File: src/rtl/syndrome_frame_sender.sv
// Purpose: serialises measurement and erasure rounds into header-prefixed byte frames; also emits a one-byte start command.
// Latency: a round is accepted in its LOAD state and its first byte is valid the next cycle, then one byte per cycle.
// Backpressure: output bytes hold stable until output_ready; meas_ready/eras_ready are raised only in the LOAD states.
module syndrome_frame_sender #(
    parameter int          GRID_WIDTH_X = 4,
    parameter int          GRID_WIDTH_Z = 1,
    parameter int          GRID_WIDTH_U = 3,
    parameter int          ERASURE_EN   = 1,
    parameter logic [7:0]  START_MSG    = 8'h01,
    parameter logic [7:0]  MEAS_HEADER  = 8'h02,
    localparam int         MW           = GRID_WIDTH_X * GRID_WIDTH_Z,
    localparam int         MB           = (MW + 7) / 8,
    localparam int         EW           = GRID_WIDTH_U * GRID_WIDTH_U - (GRID_WIDTH_U - 1),
    localparam int         EB           = (EW + 7) / 8
) (
    input  logic            clk,
    input  logic            reset,
    input  logic            start_cmd,
    input  logic [MW-1:0]   meas_data,
    input  logic            meas_valid,
    output logic            meas_ready,
    input  logic [EW-1:0]   eras_data,
    input  logic            eras_valid,
    output logic            eras_ready,
    output logic [7:0]      output_data,
    output logic            output_valid,
    input  logic            output_ready,
    output logic            busy,
    output logic [15:0]     frame_count
);

    // Shift register is sized for the wider of the two round types.
    localparam int SB  = (MB > EB) ? MB : EB;
    localparam int SW  = SB * 8;
    localparam int BCW = $clog2(SB + 1);
    localparam int RCW = $clog2(GRID_WIDTH_U + 1);

    localparam logic [BCW-1:0] MB_LAST = BCW'(MB - 1);
    localparam logic [BCW-1:0] EB_LAST = BCW'(EB - 1);
    localparam logic [RCW-1:0] U_LAST  = RCW'(GRID_WIDTH_U - 1);

    typedef enum logic [2:0] {
        ST_IDLE, ST_CMD, ST_HDR, ST_M_LOAD, ST_M_SEND, ST_E_LOAD, ST_E_SEND
    } state_t;

    state_t          r_state;
    logic [SW-1:0]   r_shift;
    logic [BCW-1:0]  r_byte_cnt;
    logic [RCW-1:0]  r_round;
    logic [7:0]      r_out_data;
    logic            r_out_vld;
    logic            r_meas_rdy;
    logic            r_eras_rdy;
    logic            r_busy;
    logic [15:0]     r_frame_cnt;

    logic [SW-1:0]   w_meas_ext;
    logic [SW-1:0]   w_eras_ext;
    logic [SW-1:0]   w_shift_nxt;

    // Rounds are zero-extended so pad bits of the last byte go out as 0.
    assign w_meas_ext  = SW'(meas_data);
    assign w_eras_ext  = SW'(eras_data);
    assign w_shift_nxt = r_shift >> 8;

    // Frame FSM; every output is registered and set on the transition into its state.
    always_ff @(posedge clk or posedge reset) begin
        if (reset) begin
            r_state     <= ST_IDLE;
            r_shift     <= '0;
            r_byte_cnt  <= '0;
            r_round     <= '0;
            r_out_data  <= '0;
            r_out_vld   <= 1'b0;
            r_meas_rdy  <= 1'b0;
            r_eras_rdy  <= 1'b0;
            r_busy      <= 1'b0;
            r_frame_cnt <= '0;
        end else begin
            case (r_state)
                ST_IDLE: begin
                    if (start_cmd) begin
                        r_state    <= ST_CMD;
                        r_out_vld  <= 1'b1;
                        r_out_data <= START_MSG;
                        r_busy     <= 1'b1;
                    end else if (meas_valid) begin
                        r_state    <= ST_HDR;
                        r_out_vld  <= 1'b1;
                        r_out_data <= MEAS_HEADER;
                        r_busy     <= 1'b1;
                    end
                end
                ST_CMD: begin
                    if (output_ready) begin
                        r_state    <= ST_IDLE;
                        r_out_vld  <= 1'b0;
                        r_out_data <= '0;
                        r_busy     <= 1'b0;
                    end
                end
                ST_HDR: begin
                    if (output_ready) begin
                        r_state    <= ST_M_LOAD;
                        r_out_vld  <= 1'b0;
                        r_out_data <= '0;
                        r_meas_rdy <= 1'b1;
                        r_round    <= '0;
                    end
                end
                ST_M_LOAD: begin
                    if (meas_valid) begin
                        r_state    <= ST_M_SEND;
                        r_meas_rdy <= 1'b0;
                        r_shift    <= w_meas_ext;
                        r_byte_cnt <= '0;
                        r_out_vld  <= 1'b1;
                        r_out_data <= w_meas_ext[7:0];
                    end
                end
                ST_M_SEND: begin
                    if (output_ready) begin
                        r_shift <= w_shift_nxt;
                        if (r_byte_cnt == MB_LAST) begin
                            r_out_vld  <= 1'b0;
                            r_out_data <= '0;
                            if (r_round != U_LAST) begin
                                r_round    <= r_round + RCW'(1);
                                r_state    <= ST_M_LOAD;
                                r_meas_rdy <= 1'b1;
                            end else if (ERASURE_EN != 0) begin
                                r_round    <= '0;
                                r_state    <= ST_E_LOAD;
                                r_eras_rdy <= 1'b1;
                            end else begin
                                r_round     <= '0;
                                r_state     <= ST_IDLE;
                                r_busy      <= 1'b0;
                                r_frame_cnt <= r_frame_cnt + 16'd1;
                            end
                        end else begin
                            r_byte_cnt <= r_byte_cnt + BCW'(1);
                            r_out_data <= w_shift_nxt[7:0];
                        end
                    end
                end
                ST_E_LOAD: begin
                    if (eras_valid) begin
                        r_state    <= ST_E_SEND;
                        r_eras_rdy <= 1'b0;
                        r_shift    <= w_eras_ext;
                        r_byte_cnt <= '0;
                        r_out_vld  <= 1'b1;
                        r_out_data <= w_eras_ext[7:0];
                    end
                end
                ST_E_SEND: begin
                    if (output_ready) begin
                        r_shift <= w_shift_nxt;
                        if (r_byte_cnt == EB_LAST) begin
                            r_out_vld  <= 1'b0;
                            r_out_data <= '0;
                            if (r_round != U_LAST) begin
                                r_round    <= r_round + RCW'(1);
                                r_state    <= ST_E_LOAD;
                                r_eras_rdy <= 1'b1;
                            end else begin
                                r_round     <= '0;
                                r_state     <= ST_IDLE;
                                r_busy      <= 1'b0;
                                r_frame_cnt <= r_frame_cnt + 16'd1;
                            end
                        end else begin
                            r_byte_cnt <= r_byte_cnt + BCW'(1);
                            r_out_data <= w_shift_nxt[7:0];
                        end
                    end
                end
                default: begin
                    r_state    <= ST_IDLE;
                    r_out_vld  <= 1'b0;
                    r_out_data <= '0;
                    r_meas_rdy <= 1'b0;
                    r_eras_rdy <= 1'b0;
                    r_busy     <= 1'b0;
                end
            endcase
        end
    end

    assign output_data  = r_out_data;
    assign output_valid = r_out_vld;
    assign meas_ready   = r_meas_rdy;
    assign eras_ready   = r_eras_rdy;
    assign busy         = r_busy;
    assign frame_count  = r_frame_cnt;

endmodule
File: config.mk
export PLATFORM = sky130hd
export DESIGN_NAME = syndrome_frame_sender
export DESIGN_NICKNAME = d
export VERILOG_FILES = /design/src/rtl/syndrome_frame_sender.sv
export SDC_FILE = /design/constraint.sdc
export NUM_CORES = 1
export LEC_CHECK = 0
export BUFFER_PORTS_ARGS = -buffer_cell sky130_fd_sc_hd__buf_2
export CAP_MARGIN = 20
export CORE_MARGIN = 8
export CORE_UTILIZATION = 37
export DETAILED_ROUTE_END_ITERATION = 10
export SLEW_MARGIN = 20
export SYNTH_ARGS = -nofsm -noshare
export SYNTH_HDL_FRONTEND = slang
export SYNTH_SLANG_ARGS = --single-unit
File: constraint.sdc
create_clock -name clk -period 3 [get_ports clk]
set_input_delay 0.6 -clock clk [delete_from_list [all_inputs] [get_ports clk]]
set_output_delay 0.6 -clock clk [all_outputs]
set_load 0.01 [all_outputs]
==> impl_metrics.env <==
export IMPL_instances_no_fill=258
export IMPL_clkPwrFrac=0.242
export IMPL_timing_slew_headroom=0.561
export IMPL_antenna_found_initial=0
export IMPL_grtUsageTotal=0.114
export IMPL_status="complete, no violations"
export IMPL_clkTransAtPathRegs_ns=0.07
export IMPL_gp_congestion=0.770
export IMPL_die_h_um=83.8
export IMPL_drtAntennaViolNets=0
export IMPL_crit_fanout=19
export IMPL_fmax_ghz=0.480
export IMPL_crit_path_end_kind="flip-flop"
export IMPL_synth_xor_area_frac=0.0825
export IMPL_p_int_uw=1070
export IMPL_timing_critical_path_required_ns=3.22
export IMPL_setup_viol=0
export IMPL_grt_pass1_vias=1446
export IMPL_switching_power_uw=635
export IMPL_clockRootBuffer="clkbuf_8"
export IMPL_tns_ns=0
export IMPL_synthAdderAreaFrac=0.00736
export IMPL_die_area_um2=7020
export IMPL_viasPerCell=5.13
export IMPL_post_dp_hpwl_um=2750
export IMPL_hold_buffers=0
export IMPL_hold_violations=0
export IMPL_netSwitchingFraction=0.372
export IMPL_layout_nets=223
export IMPL_io_pins=45
export IMPL_numCtsBuffers=5
export IMPL_syn_to_final_growth_pct=20.5
export IMPL_route_detailed_drc=0
export IMPL_synth_mux_area_frac=0.0788
export IMPL_ys_seq_elements=32
export IMPL_cts_resized=0
export IMPL_netlist_instances=161
export IMPL_rsz0062_at_grt="no"
export IMPL_die_w_um=83.8
export IMPL_rows=24
export IMPL_antennaDiodeCount=0
export IMPL_drive_gt1_frac=0.301
export IMPL_syn_avg_cell_area_um2=10.6
export IMPL_post_route_min_period_ns=2.08
export IMPL_leakagePower_uw=0.000982
export IMPL_synth_flop_cell="dfrtp_1"
export IMPL_clockBufferDepth=2
export IMPL_wl_um=3780
export IMPL_numPortBuffers=43
export IMPL_power_density_nw_per_um2=834
export IMPL_startpoint_type="flip-flop"
export IMPL_grt_pass1_wl_um=6680
export IMPL_drt_first_pass_iters=4
export IMPL_worstSetupPathType="reg2reg"
export IMPL_initial_utilization=0.388
export IMPL_drt_initial_drc_count=39
export IMPL_worst_pin_slew_ns=0.658
export IMPL_numPlacedInstances=250
export IMPL_cts_setup_buffers=0
export IMPL_fill_cells=424
export IMPL_core_um2=4380
export IMPL_synth_top_family_by_area="simple AND/OR/NAND/NOR gates"
export IMPL_synth_edff_count=0
export IMPL_vdd_drop_max_v=0.000529
export IMPL_synth_area_um2=1700
export IMPL_ys_seq_area_frac=0.471
export IMPL_synth_simple_area_share=0.176
export IMPL_synth_compound_area_frac=0.134
export IMPL_htreeDepth=2
export IMPL_cts_sinks=32
export IMPL_finalPower_uw=1710
export IMPL_slew_violations=0
export IMPL_cts_tree="done"
export IMPL_clock_latency_ns=0.28
export IMPL_yosys_warnings=0
export IMPL_vias=1323
export IMPL_synth_fp_nets=179
export IMPL_maxCapViolCount=0
export IMPL_grt_overflow_total=0
export IMPL_skew_ns=0.00369
export IMPL_hold_path_class="in2async"
export IMPL_combinationalPowerShare=0.360
export IMPL_avgRoutedWirePerCell_um=14.6
export IMPL_critPathArrivalTime_ns=2.31
export IMPL_async_reset_ff_frac=1.00
export IMPL_min_period_over_period=0.695
export IMPL_seqPwrFrac=0.397
export IMPL_synth_cell_type_count=47
export IMPL_grt_start_max_net_pins=33
metrics by stage:
step | utilization | worst slack, ns | hold slack, ns | instance area [µm²]
detailed placement | 0.442 | 0.971 | 0.466 | 1940
floorplan | - | 1.16 | 0.508 | 1700
finish | 0.467 | 0.916 | 0.388 | 2050
global route | 0.467 | 0.661 | 0.436 | 2050
global placement | 0.442 | 0.997 | 0.460 | 1940
CTS | 0.467 | 0.940 | 0.404 | 2050
cell type report:
type                       instances  area (µm²)  area share
clock inverter                     2        35.0      0.0171
timing repair buffer              44         223       0.109
sequential                        32         801       0.391
multi-input combinational        113         817       0.399
clock buffer                       6        72.6      0.0355
inverter                           9        33.8      0.0165
tap                               52        65.1      0.0318
placed cells by master, fill, tap and decap left out, types with 3 or more instances in the layout:
cell type,netlist,routed
dfrtp_1,32,32
nand4_1,5,5
xor2_1,4,4
buf_2,2,43
a21oi_1,4,4
nor3_1,10,10
mux2i_1,4,4
o21ai_0,6,6
a22o_1,3,3
nand2_1,9,9
nor2_1,8,8
nand3_1,5,5
xnor2_1,12,12
clkbuf_8,0,5
a31oi_1,4,4
inv_1,8,8
mux2_4,4,4
flip-flops by register name (all words and copies together), names as in the netlist:
signal,cells
output_valid,1
output_data,7
busy,1
r_round,2
r_state,3
eras_ready,1
frame_count,16
meas_ready,1
power groups by stage:
stage / clock (µW) / sequential [µW] / combinational, µW
final: 414 / 678 / 615
after global routing: 439 / 700 / 693
after floorplan: 0 / 628 / 526
after CTS: 423 / 675 / 623
after global placement: 0 / 686 / 623
after detailed placement: 0 / 680 / 618
layer usage:
metal | part of all wire | track usage
met1 | 0.48 | 0.139
met2 | 0.45 | 0.175
met4 | 0.016 | 0.0549
met5 | 0 | 0
met3 | 0.048 | 0.0361
worst max-delay path: stages (launching register included):
cell      delay [ns]
dfrtp_1         0.69
clkinv_1        0.38
nor3_1          0.58
a22o_1          0.24
mux2_4          0.14
kinds of logic after synthesis:
family	Yosys count
simple gates	53
flops	32
compound gates	31
xor+xnor	16
buf+inv	16
mux	11
fa+ha+maj	1
other cells	1
cells in the mapped netlist (all sizes together) (3+ instances only):
| cell | number | area share |
|---|---|---|
| a21oi | 4 | 0.012 |
| a22o | 3 | 0.015 |
| a31oi | 4 | 0.015 |
| buf | 5 | 0.024 |
| dfrtp | 32 | 0.47 |
| inv | 8 | 0.018 |
| mux2 | 7 | 0.055 |
| mux2i | 4 | 0.024 |
| nand2 | 9 | 0.020 |
| nand3 | 5 | 0.015 |
| nand4 | 5 | 0.018 |
| nor2 | 8 | 0.018 |
| nor3 | 11 | 0.035 |
| o21ai | 6 | 0.018 |
| xnor2 | 12 | 0.062 |
| xor2 | 4 | 0.021 |
final timing paths:
path / from / endpoint / slack [ns] / depth (start not counted)
min: reset / frame_count[15] / 0.39 / 3
min reg2reg: frame_count[15] / frame_count[15] / 0.46 / 1
max: r_state[0] / output_data[2] / 0.92 / 4
max reg2reg: r_state[0] / output_data[2] / 0.92 / 4
min in group clk: frame_count[15] / frame_count[15] / 0.46 / 1
max in group asynchronous: reset / frame_count[2] / 2.32 / 3
No activity file was read; power rests on OpenSTA's default activity.
